===== config.mk =====
export PLATFORM = sky130hd
export DESIGN_NAME = lj_capture_ctrl_flat
export DESIGN_NICKNAME = d
export VERILOG_FILES = /design/src/rtl/lj_capture_ctrl_if.sv /design/src/rtl/lj_capture_ctrl.sv /design/src/flat_wrapper.sv
export SDC_FILE = /design/constraint.sdc
export NUM_CORES = 1
export LEC_CHECK = 0
export CAP_MARGIN = 20
export CORE_MARGIN = 5
export CORE_UTILIZATION = 45
export DETAILED_ROUTE_END_ITERATION = 10
export PLACE_DENSITY = 0.81
export SETUP_SLACK_MARGIN = 0.15
export SKIP_CTS_REPAIR_TIMING = 1
export SLEW_MARGIN = 15
export SYNTH_ARGS = -nofsm -noshare
export SYNTH_HDL_FRONTEND = slang
export SYNTH_SLANG_ARGS = --single-unit

===== constraint.sdc =====
create_clock -name bclk -period 5 [get_ports bclk]
set_input_delay 1.25 -clock bclk [delete_from_list [all_inputs] [get_ports bclk]]
set_output_delay 1.25 -clock bclk [all_outputs]
set_load 0.03 [all_outputs]

===== src/rtl/lj_capture_ctrl_if.sv =====
// Sample-in / stream-out bundle for lj_capture_ctrl.
//   sample_valid, sample_data : one-cycle sample pulse and word from the sample loader
//   out_valid, out_data       : downstream stream (head of the capture FIFO)
//   out_ready                 : downstream accept
// Modport master is the capture controller's view; slave is the environment's view.
interface lj_capture_ctrl_if #(
    parameter int unsigned N = 16
) ();
    logic         sample_valid;
    logic [N-1:0] sample_data;
    logic         out_valid;
    logic [N-1:0] out_data;
    logic         out_ready;

    modport master (
        input  sample_valid,
        input  sample_data,
        input  out_ready,
        output out_valid,
        output out_data
    );

    modport slave (
        output sample_valid,
        output sample_data,
        output out_ready,
        input  out_valid,
        input  out_data
    );
endinterface


===== src/rtl/lj_capture_ctrl.sv =====
// Left-justified audio capture controller.
// Generates the LR frame clock (adclrc) from a free-running bclk counter, and on
// request captures a burst of BURST_LEN samples into a 2-entry FIFO feeding a
// valid/ready stream.
// Ports:
//   bclk, reset_n  : sole clock; synchronous active-low reset
//   start, stop    : begin burst (IDLE only); abort / truncate burst (ARM/CAPTURE)
//   adclrc         : registered LR frame clock, high for the first half of a frame
//   bus (master)   : sample_valid/sample_data in, out_valid/out_data/out_ready stream
//   busy           : controller not idle
//   done           : one-cycle pulse when a burst has fully drained
//   overrun        : sticky, a sample was dropped on a full FIFO this burst
//   sample_count   : samples accepted this burst (saturating at BURST_LEN)
// Optional build macro LJ_CAPTURE_CTRL_DROP_CNT_EN adds drop_count, a 16-bit
// saturating count of dropped samples per burst.
module lj_capture_ctrl #(
    parameter int unsigned N           = 16,
    parameter int unsigned FRAME_BCLKS = 64,
    parameter int unsigned BURST_LEN   = 256
) (
    input  logic                               bclk,
    input  logic                               reset_n,
    input  logic                               start,
    input  logic                               stop,
    output logic                               adclrc,
    lj_capture_ctrl_if.master                  bus,
    output logic                               busy,
    output logic                               done,
    output logic                               overrun,
`ifdef LJ_CAPTURE_CTRL_DROP_CNT_EN
    output logic [15:0]                        drop_count,
`endif
    output logic [$clog2(BURST_LEN + 1)-1:0]   sample_count
);
    localparam int unsigned FcW  = $clog2(FRAME_BCLKS);
    localparam int unsigned CntW = $clog2(BURST_LEN + 1);
    localparam logic [FcW-1:0]  FcLast   = FcW'(FRAME_BCLKS - 1);
    localparam logic [FcW-1:0]  FcHalf   = FcW'(FRAME_BCLKS / 2);
    localparam logic [CntW-1:0] CntFull  = CntW'(BURST_LEN);
    localparam logic [CntW-1:0] CntFinal = CntW'(BURST_LEN - 1);

    typedef enum logic [1:0] {StIdle, StArm, StCapture, StDrain} state_e;

    state_e          state_q, state_d;
    logic [FcW-1:0]  frame_cnt_q, frame_cnt_d;
    logic            adclrc_q, adclrc_d;
    logic [N-1:0]    mem_q [2];
    logic            wr_ptr_q, rd_ptr_q;
    logic [1:0]      fifo_cnt_q, fifo_cnt_d;
    logic [CntW-1:0] sample_count_q;
    logic            overrun_q;
    logic            frame_last, push_req, pop, full, wr_en, drop, arm_clr;
`ifdef LJ_CAPTURE_CTRL_DROP_CNT_EN
    logic [15:0]     drop_count_q;
`endif

    // Frame counter and registered frame clock.
    always_comb begin
        frame_last  = (frame_cnt_q == FcLast);
        frame_cnt_d = frame_last ? '0 : frame_cnt_q + 1'b1;
        adclrc_d    = (frame_cnt_d < FcHalf);
    end

    // FIFO control. A push into a full FIFO still succeeds if the head pops.
    always_comb begin
        push_req = (state_q == StCapture) && bus.sample_valid;
        pop      = (fifo_cnt_q != 2'd0) && bus.out_ready;
        full     = (fifo_cnt_q == 2'd2);
        wr_en    = push_req && (!full || pop);
        drop     = push_req && full && !pop;
        fifo_cnt_d = fifo_cnt_q;
        if (wr_en && !pop) begin
            fifo_cnt_d = fifo_cnt_q + 2'd1;
        end else if (!wr_en && pop) begin
            fifo_cnt_d = fifo_cnt_q - 2'd1;
        end
    end

    // Next-state logic.
    always_comb begin
        state_d = state_q;
        done    = 1'b0;
        arm_clr = 1'b0;
        unique case (state_q)
            StIdle: begin
                if (start) begin
                    state_d = StArm;
                    arm_clr = 1'b1;
                end
            end
            StArm: begin
                if (stop) begin
                    state_d = StIdle;
                end else if (frame_last) begin
                    state_d = StCapture;
                end
            end
            StCapture: begin
                if ((push_req && sample_count_q == CntFinal) || stop) begin
                    state_d = StDrain;
                end
            end
            StDrain: begin
                if (fifo_cnt_q == 2'd0) begin
                    state_d = StIdle;
                    done    = 1'b1;
                end
            end
            default: state_d = StIdle;
        endcase
    end

    always_ff @(posedge bclk) begin
        if (!reset_n) begin
            state_q        <= StIdle;
            frame_cnt_q    <= FcLast;
            adclrc_q       <= 1'b0;
            mem_q[0]       <= '0;
            mem_q[1]       <= '0;
            wr_ptr_q       <= 1'b0;
            rd_ptr_q       <= 1'b0;
            fifo_cnt_q     <= 2'd0;
            sample_count_q <= '0;
            overrun_q      <= 1'b0;
        end else begin
            state_q     <= state_d;
            frame_cnt_q <= frame_cnt_d;
            adclrc_q    <= adclrc_d;
            fifo_cnt_q  <= fifo_cnt_d;
            if (wr_en) begin
                mem_q[wr_ptr_q] <= bus.sample_data;
                wr_ptr_q        <= ~wr_ptr_q;
            end
            if (pop) begin
                rd_ptr_q <= ~rd_ptr_q;
            end
            if (arm_clr) begin
                sample_count_q <= '0;
            end else if (push_req && sample_count_q != CntFull) begin
                sample_count_q <= sample_count_q + 1'b1;
            end
            if (arm_clr) begin
                overrun_q <= 1'b0;
            end else if (drop) begin
                overrun_q <= 1'b1;
            end
        end
    end

`ifdef LJ_CAPTURE_CTRL_DROP_CNT_EN
    always_ff @(posedge bclk) begin
        if (!reset_n) begin
            drop_count_q <= '0;
        end else if (arm_clr) begin
            drop_count_q <= '0;
        end else if (drop && drop_count_q != 16'hFFFF) begin
            drop_count_q <= drop_count_q + 16'd1;
        end
    end

    assign drop_count = drop_count_q;
`endif

    assign adclrc        = adclrc_q;
    assign bus.out_valid = (fifo_cnt_q != 2'd0);
    assign bus.out_data  = mem_q[rd_ptr_q];
    assign busy          = (state_q != StIdle);
    assign overrun       = overrun_q;
    assign sample_count  = sample_count_q;
endmodule


===== src/flat_wrapper.sv =====
// flat-port wrapper written by rule: the top's interface ports become plain ports
module lj_capture_ctrl_flat 
#(
    parameter int unsigned N           = 16,
    parameter int unsigned FRAME_BCLKS = 64,
    parameter int unsigned BURST_LEN   = 256
)
  (bclk, reset_n, start, stop, adclrc, busy, done, overrun, sample_count, bus_sample_valid, bus_sample_data, bus_out_ready, bus_out_valid, bus_out_data);
  lj_capture_ctrl_if #(.N(N)) bus_i ();
  input  logic bclk;
  input  logic reset_n;
  input  logic start;
  input  logic stop;
  output logic adclrc;
  output logic busy;
  output logic done;
  output logic overrun;
  output logic [$clog2(BURST_LEN + 1)-1:0] sample_count;
  input wire logic [$bits(bus_i.sample_valid)-1:0] bus_sample_valid;
  input wire logic [$bits(bus_i.sample_data)-1:0] bus_sample_data;
  input wire logic [$bits(bus_i.out_ready)-1:0] bus_out_ready;
  output wire logic [$bits(bus_i.out_valid)-1:0] bus_out_valid;
  output wire logic [$bits(bus_i.out_data)-1:0] bus_out_data;
  assign bus_i.sample_valid = bus_sample_valid;
  assign bus_i.sample_data = bus_sample_data;
  assign bus_i.out_ready = bus_out_ready;
  assign bus_out_valid = bus_i.out_valid;
  assign bus_out_data = bus_i.out_data;
  lj_capture_ctrl #(.N(N), .FRAME_BCLKS(FRAME_BCLKS), .BURST_LEN(BURST_LEN)) u_core (.bclk(bclk), .reset_n(reset_n), .start(start), .stop(stop), .adclrc(adclrc), .bus(bus_i), .busy(busy), .done(done), .overrun(overrun), .sample_count(sample_count));
endmodule

==> flow_summary.toml, run 1 <==
[pwr]
leakage_nw = 1.19
p_per_area_mw_per_mm2 = 369
power_mw = 1.20
irDropWorstVdd_mv = 0.198

[logic_synthesis]
synth_xor_area_share_pct = 2.03
ys_ff_latch = 56
synth_cells = 221
synth-edff-count = 32
yosysTopAreaCell = "edfxtp_1"
synthMuxAreaShare_pct = 8.13
async_flop_share_pct = 0
synth_top_family_by_area = "simple AND/OR/NAND/NOR gates"
synth.area.top_cells = "edfxtp_1 (37%), dfxtp_1 (19%), and2_1 (7.7%), mux2_2 (7.0%), ha_1 (2.4%)"
ys.flop_type = "edfxtp_1"
synth_area_mm2 = 0.00258
ys_top_cells_by_count = "and2_1 (32), edfxtp_1 (32), dfxtp_1 (24), mux2_2 (16), nand3_1 (12)"
ys_types = 46
synth-simple-area-share_pct = 21.5
synth_area_per_cell_um2 = 11.7
yosysSeqAreaShare_pct = 55.8
synth_warnings = 0
syn_nets = 248
synthAdderAreaFrac_pct = 2.42
netlist.area_leader.share_pct = 37.2
synth_compound_area_share_pct = 7.07

[clock_network]
numCtsBuffers = 5
htree_levels = 2
cts_tree = "done"
clock-sinks = 56
cts_buffer_depth = 2
cts-root-buf = "clkbuf_8"
worstSkewPairLatency_ns = 0.30
cts.clk_slew.worst_paths_ns = 0.09

[final_layout]
regArea_mm2 = 0.00144
multi_input_area_mm2 = 0.00107
fill_cells = 473
diodes = 0
final_nets = 299
drive_gt1_share_pct = 14.3
final_core_util_pct = 58.6
syn_to_final_growth_pct = 25.5

[timing]
max_freq_ghz = 0.300
finalCritPeriodShare_pct = 66.6
fin_hold_ws_ns = 0.519
finalSetupTns_ns = 0
grt_setup_unrepaired = "false"
setup_viol = 0
fin_ws_ns = 1.67
worst_slew_pin_slew_ns = 0.696
layout_min_cycle_time_ns = 3.33
hold_viol = 0
max_slew_margin_pct = 53.2
finalClockSkew_ns = 0.00357
slew_violations = 0

[grt]
track_usage_pct = 14.1
antenna_found_initial = 0
grt_pass1_vias = 1812
grt_start_max_net_pins = 19
grt_overflow_total = 0
grt_first_pass_wirelength_mm = 8.47

[placed_design]
place_congestion = 0.837
hpwlAfterDp_mm = 3.57
dp_slack_ns = 1.53
portBuffers = 51

[worst_setup_path]
end_kind = "output port"
r2r_slack_ns = 2.80
rr_worst_depth = 3
critPathLaunchType = "flop"
critical_path_class = "reg2out"
cp_data_arrival_time_ns = 2.08
cp_data_required_time_ns = 3.75
cp-endpoint = "bus_out_data[10]"
path_cells = "mux2_2 > clkdlybuf4s50_1"
r2r-end = "u_core.mem_q[0][10]"
slowest_delay_ns = 0.77
worstPathMaxFanout = 16
crit_slowest_cell = "dfxtp_1"

[min_path]
hold_path_class = "reg2reg"

[route]
ant_nets = 0
drc = 0
viasPerCell = 5.23
wl_per_cell_um = 14.5
drt_wl_total_mm = 5.02
vias = 1804
drt_pre_antenna_iters = 4
drt_first_iter_violations = 131

[job]
drv_cap = 0

[floorplanning]
io-pin-count = 52
core_mm2 = 0.00554
dieArea_mm2 = 0.00736
dieWidth_um = 85.8
die_h_um = 85.8
num_rows = 27
start_util_pct = 46.7

[status]
status = "finished, final reports clean"
[worst min-delay path by stage]
stage,startpoint,cells after the start,end,slack [ns]
finish,u_core.frame_cnt_q[4],2,u_core.frame_cnt_q[4],0.52
CTS,u_core.frame_cnt_q[4],2,u_core.frame_cnt_q[4],0.51
global route,u_core.wr_ptr_q,2,u_core.wr_ptr_q,0.54
floorplan,u_core.frame_cnt_q[4],2,u_core.frame_cnt_q[4],0.46
detailed placement,u_core.frame_cnt_q[4],2,u_core.frame_cnt_q[4],0.48
global placement,u_core.frame_cnt_q[4],2,u_core.frame_cnt_q[4],0.48
[registers in the layout, indices dropped and copies added (netlist names), named ones only]
| name | flops |
|---|---|
| u_core.overrun | 1 |
| u_core.adclrc | 1 |
| u_core.mem_q | 32 |
| u_core.frame_cnt_q | 6 |
| u_core.fifo_cnt_q | 2 |
| u_core.rd_ptr_q | 1 |
| u_core.wr_ptr_q | 1 |
| u_core.sample_count | 9 |
| u_core.state_q | 1 |
[critical path: cells and delay by family (launching register included)]
| kind | cells | cell delay, ns |
|---|---|---|
| buffers and inverters | 1 | 0.59 |
| muxes | 1 | 0.42 |
| DFF | 1 | 0.77 |
[metal layers]
metal / routed length [um] / vias to the layer above / global-route usage (%)
met5: 0 / - / 0
met4: 21 / 0 / 3.02
met3: 343 / 3 / 3.46
met2: 2390 / 63 / 23.7
met1: 2260 / 845 / 18.5
li1: - / 893 / -
[report_power, final]
part	internal (mW)	switching (mW)	leakage [nW]
sequential	0.536	0.0558	0.526
clock	0.0998	0.137	0.0414
combinational	0.176	0.195	0.618
[cell usage in the layout (no fill, tap or decap), types with 2 or more instances in the layout]
cell type and n:
clkdlybuf4s50_1 51, and2_1 32, edfxtp_1 32, dfxtp_1 24, mux2_2 16, nand3_1 12, nor2_1 11, a21oi_1 11
nand2_1 9, o21ai_0 8, inv_1 7, xor2_1 5, ha_1 5, clkbuf_8 5, nor4b_1 3, o31ai_1 3
mux2i_1 3, nand4_1 2, or3_2 2, or4_1 2, or3_1 2, buf_4 2
[metrics by stage]
step / cells / instance area (um2)
floorplan: 221 / 2580
global route: 345 / 3240
detailed placement: 337 / 3160
CTS: 345 / 3240
global placement: 337 / 3160
finish: 345 / 3240
[area by class of cell]
class / count / share of cell area (%)
Clock inverter: 2 / 0.501
Inverter: 8 / 0.926
Sequential cell: 56 / 44.4
Tap cell: 72 / 2.78
Timing Repair Buffer: 53 / 16.2
Multi-Input combinational cell: 148 / 32.9
Clock buffer: 6 / 2.24
[logic make-up after synthesis]
family	after synthesis
AND/OR/NAND/NOR	88
flip-flops	56
AO/OA/AOI/OAI	30
multiplexers	19
buffers and inverters	17
XOR/XNOR	6
adder cells (fa/ha/maj)	5
Note: power is estimated with default switching activity, not from simulation.
==> inputs of run 2 (changes only) <==
--- a/config.mk
+++ b/config.mk
@@ -9,7 +9,7 @@
 export CORE_MARGIN = 5
 export CORE_UTILIZATION = 45
 export DETAILED_ROUTE_END_ITERATION = 10
-export PLACE_DENSITY = 0.81
+export PLACE_DENSITY = 0.84
 export SETUP_SLACK_MARGIN = 0.15
 export SKIP_CTS_REPAIR_TIMING = 1
 export SLEW_MARGIN = 15
==> constraint.sdc (replaced) <==
create_clock -name bclk -period 3.05 [get_ports bclk]
set_input_delay 0.7625 -clock bclk [delete_from_list [all_inputs] [get_ports bclk]]
set_output_delay 0.7625 -clock bclk [all_outputs]
set_load 0.03 [all_outputs]
==> flow_summary.toml, run 2 (synthesis gave the netlist of run 1 again) <==
[floorplanning]
start_util_pct = 46.7
die_h_um = 85.8
io-pin-count = 52
num_rows = 27
dieWidth_um = 85.8
dieArea_mm2 = 0.00736
core_mm2 = 0.00554

[final_layout]
drive_gt1_share_pct = 15.9
stdcell_count = 349
regArea_mm2 = 0.00144
fill_cells = 477
syn_to_final_growth_pct = 26.8
largest_reg_flops = 32
final_nets = 303
final_core_util_pct = 59.1
diodes = 0
multi_input_area_mm2 = 0.00107
layout_commonest_cell = "clkdlybuf4s50_1"
final_cell_mix = "clkdlybuf4s50_1 (51), and2_1 (32), edfxtp_1 (32)"
largest-register = "u_core.mem_q"

[grt]
grt_overflow_total = 0
grt_start_max_net_pins = 19
track_usage_pct = 13.5
antenna_found_initial = 0
grt_first_pass_wirelength_mm = 7.97
grt_pass1_vias = 1761

[timing]
layout_min_cycle_time_ns = 2.58
finalCritPeriodShare_pct = 84.7
setup_viol = 0
slew_violations = 0
hold_viol = 0
grt_setup_unrepaired = "false"
max_freq_ghz = 0.387
finalClockSkew_ns = 0.00585
max_slew_margin_pct = 53.9
finalSetupTns_ns = 0
fin_ws_ns = 0.467
worst_slew_pin_slew_ns = 0.686

[route]
wl_per_cell_um = 13.8
drt_wl_total_mm = 4.82
vias = 1782
drc = 0
viasPerCell = 5.11
drt_pre_antenna_iters = 4
ant_nets = 0
drt_first_iter_violations = 73

[worst_setup_path]
r2r-end = "u_core.mem_q[0][10]"
rr_worst_depth = 4
critical_path_class = "reg2out"
end_kind = "output port"
critPathLaunchType = "flop"
cp-endpoint = "bus_out_data[14]"
worstPathMaxFanout = 16
cp_data_required_time_ns = 2.29
r2r_slack_ns = 1.15
cp_data_arrival_time_ns = 1.82

[job]
drv_cap = 0

[pwr]
leakage_nw = 1.21
power_mw = 1.99
p_per_area_mw_per_mm2 = 607
irDropWorstVdd_mv = 0.531

[clock_network]
clock-sinks = 56
htree_levels = 2
cts_tree = "done"
cts_buffer_depth = 2
worstSkewPairLatency_ns = 0.30
numCtsBuffers = 5
cts-root-buf = "clkbuf_8"
cts.clk_slew.worst_paths_ns = 0.10

[min_path]
hold_path_class = "reg2reg"
holdPathStages = 2

[placed_design]
hpwlAfterDp_mm = 3.52
portBuffers = 51
place_congestion = 0.767
dp_slack_ns = 0.369
dp.cells = 341

[status]
status = "finished, final reports clean"
[run 2: changes by cell type in the layout (fill, tap and decap cells not counted), sizes merged]
cell / before / now
buf: 2 / 6
inv: 8 / 9
clkinvlp: 1 / 0
clkbuf: 6 / 5
clkinv: 1 / 2
[run 2: critical path, stage by stage (launching register included)]
cell             delay (ns)
dfxtp_1                0.32
buf_4                  0.23
mux2_2                 0.37
clkdlybuf4s50_1        0.59
[run 2: how the worst min path moves through the flow]
stage                                  to  slack [ns]             startpoint
finish              u_core.frame_cnt_q[4]        0.51  u_core.frame_cnt_q[4]
global placement    u_core.frame_cnt_q[4]        0.47  u_core.frame_cnt_q[4]
global route        u_core.frame_cnt_q[4]        0.54  u_core.frame_cnt_q[4]
floorplan           u_core.frame_cnt_q[4]        0.46  u_core.frame_cnt_q[4]
CTS                 u_core.frame_cnt_q[4]        0.51  u_core.frame_cnt_q[4]
detailed placement  u_core.frame_cnt_q[4]        0.48  u_core.frame_cnt_q[4]
[run 2: routing by layer]
layer / share of wire, % / global-route usage, % / up-vias / routed length, um
met5: 0 / 0 / - / 0
met4: 1.3 / 3.74 / 0 / 65
met3: 6.3 / 3.65 / 9 / 303
met2: 49 / 23.2 / 45 / 2360
met1: 43 / 16.8 / 828 / 2090
li1: - / - / 900 / -
[run 2: final cells by class]
cell class,instances,share of cell area [%]
tap,72,2.75
clock inverter,3,0.687
inverter,8,0.916
timing repair buffer,57,17.0
clock buffer,5,2.10
multi-input combinational,148,32.6
sequential,56,44.0
[run 2: where the power goes]
part | leakage (nW) | internal [mW] | switching, mW
logic | 0.639 | 0.299 | 0.351
registers | 0.526 | 0.879 | 0.0592
clock network | 0.0485 | 0.165 | 0.236
[run 2: stage by stage]
step	hold WS (ns)	cell area, um2
6_report	0.510	3280
5_1_grt	0.538	3280
4_1_cts	0.510	3280
3_5_place_dp	0.480	3190
3_3_place_gp	0.475	3190
2_1_floorplan	0.461	2580
==> inputs of run 3 (changes only) <==
--- a/config.mk
+++ b/config.mk
@@ -9,7 +9,7 @@
 export CORE_MARGIN = 5
 export CORE_UTILIZATION = 45
 export DETAILED_ROUTE_END_ITERATION = 10
-export PLACE_DENSITY = 0.84
+export PLACE_DENSITY = 0.81
 export SETUP_SLACK_MARGIN = 0.15
 export SKIP_CTS_REPAIR_TIMING = 1
 export SLEW_MARGIN = 15
==> constraint.sdc (replaced) <==
create_clock -name bclk -period 2.5 [get_ports bclk]
set_input_delay 0.625 -clock bclk [delete_from_list [all_inputs] [get_ports bclk]]
set_output_delay 0.625 -clock bclk [all_outputs]
set_load 0.03 [all_outputs]
==> flow_summary.toml, run 3 (synthesis gave the netlist of run 1 again) <==
[timing]
finalClockSkew_ns = 0.00775
finalSetupTns_ns = 0
grt_setup_unrepaired = "false"
max_slew_margin_pct = 65.5
layout_min_cycle_time_ns = 2.24
setup_viol = 0
max_freq_ghz = 0.446
worst_slew_pin_slew_ns = 0.510
hold_viol = 0
finalCritPeriodShare_pct = 89.8
slew_violations = 0

[floorplanning]
io-pin-count = 52
core_mm2 = 0.00554
die_h_um = 85.8
num_rows = 27
start_util_pct = 46.7
dieArea_mm2 = 0.00736
dieWidth_um = 85.8

[worst_setup_path]
worstPathMaxFanout = 5
cp_data_required_time_ns = 1.88
crit_family = "buffers and inverters"
cp-endpoint = "bus_out_valid"
cp_num_cells = 3
end_kind = "output port"
r2r_slack_ns = 0.78
worstSetupStartpoint = "u_core.fifo_cnt_q[0]"
critical_path_class = "reg2out"
crit_slowest_cell = "clkdlybuf4s50_1"
r2r-end = "u_core.fifo_cnt_q[1]"
r2r-start = "u_core.state_q[0]"
cp_data_arrival_time_ns = 1.62
path_cells = "nor2_1 > inv_1 > clkdlybuf4s50_1"
rr_worst_depth = 6
critPathLaunchType = "flop"
slowest_delay_ns = 0.69
crit_buf_inv = 2

[pwr]
leakage_nw = 1.46
p_per_area_mw_per_mm2 = 724
irDropWorstVdd_mv = 0.421

[grt]
grt_pass1_vias = 1727
track_usage_pct = 13.9
grt_first_pass_wirelength_mm = 8.07
grt_overflow_total = 0
antenna_found_initial = 0
grt_start_max_net_pins = 20

[final_layout]
layout_commonest_cell = "clkdlybuf4s50_1"
final_core_util_pct = 61.0
largest-register = "u_core.mem_q"
diodes = 0
final_nets = 307
drive_gt1_share_pct = 17.4
final_cell_mix = "clkdlybuf4s50_1 (34), and2_1 (32), edfxtp_1 (32)"
syn_to_final_growth_pct = 30.8
largest_reg_flops = 32

[route]
drt_pre_antenna_iters = 4
drc = 0
vias = 1853
wl_per_cell_um = 14.1
drt_wl_total_mm = 4.99
drt_first_iter_violations = 66
ant_nets = 0
viasPerCell = 5.25

[min_path]
hold_path_class = "reg2reg"
holdPathStages = 2
min_from = "u_core.overrun"

[clock_network]
numCtsBuffers = 5
cts_tree = "done"
cts-root-buf = "clkbuf_8"
cts_buffer_depth = 2
clock-sinks = 56
htree_levels = 2
cts.clk_slew.worst_paths_ns = 0.10
worstSkewPairLatency_ns = 0.31

[status]
status = "finished, final reports clean"

[job]
drv_cap = 0

[placed_design]
hpwlAfterDp_mm = 3.58
place_congestion = 0.867
portBuffers = 51
==> run 3: cell count changes in the layout (fill, tap and decap cells not counted), moves of 2 or more <==
cell,previous run,this run
buf_12,0,2
buf_4,6,8
clkdlybuf4s50_1,51,34
dlymetal6s2s_1,0,17
==> run 3: final cells by class <==
class	instances	area, um2
Tap cell	72	90.1
Sequential cell	56	1440
Clock buffer	5	68.8
Multi-Input combinational cell	148	1070
Timing Repair Buffer	61	653
Fill cell	470	2160
Inverter	8	30.0
Clock inverter	3	27.5
==> run 3: worst reg2reg max path: cells and delay by family, from the launching register on <==
family / cells / cell delay (ns)
simple gates: 3 / 0.59
buf+inv: 1 / 0.15
flops: 1 / 0.45
compound gates: 1 / 0.15
fa+ha+maj: 1 / 0.31
==> run 3: metal layers <==
layer	GRT usage (%)	vias up	part of all wire, %
li1	-	917	-
met2	24.4	61	48
met1	16.3	870	43
met5	0	-	0
met4	4.32	0	1.2
met3	4.23	5	7.1
==> run 3: worst min-delay path by stage <==
stage / end / slack [ns]
2_1_floorplan: u_core.frame_cnt_q[4] / 0.46
3_3_place_gp: u_core.overrun / 0.47
3_5_place_dp: u_core.overrun / 0.47
4_1_cts: u_core.overrun / 0.49
5_1_grt: u_core.overrun / 0.52
6_report: u_core.overrun / 0.48
==> run 3: stage by stage <==
stage	instances	instance area, um2	hold slack, ns	power, mW	setup slack [ns]
global placement	345	3240	0.468	1.96	0.157
floorplan	221	2590	0.461	1.69	0.410
global route	353	3380	0.525	2.58	0.153
CTS	353	3340	0.489	2.49	0.00545
finish	353	3380	0.479	2.45	0.256
detailed placement	345	3240	0.465	1.97	0.118
==> run 3: power by group <==
part	switching, mW	internal (mW)
registers	0.0735	1.07
clock network	0.303	0.206
logic	0.432	0.362
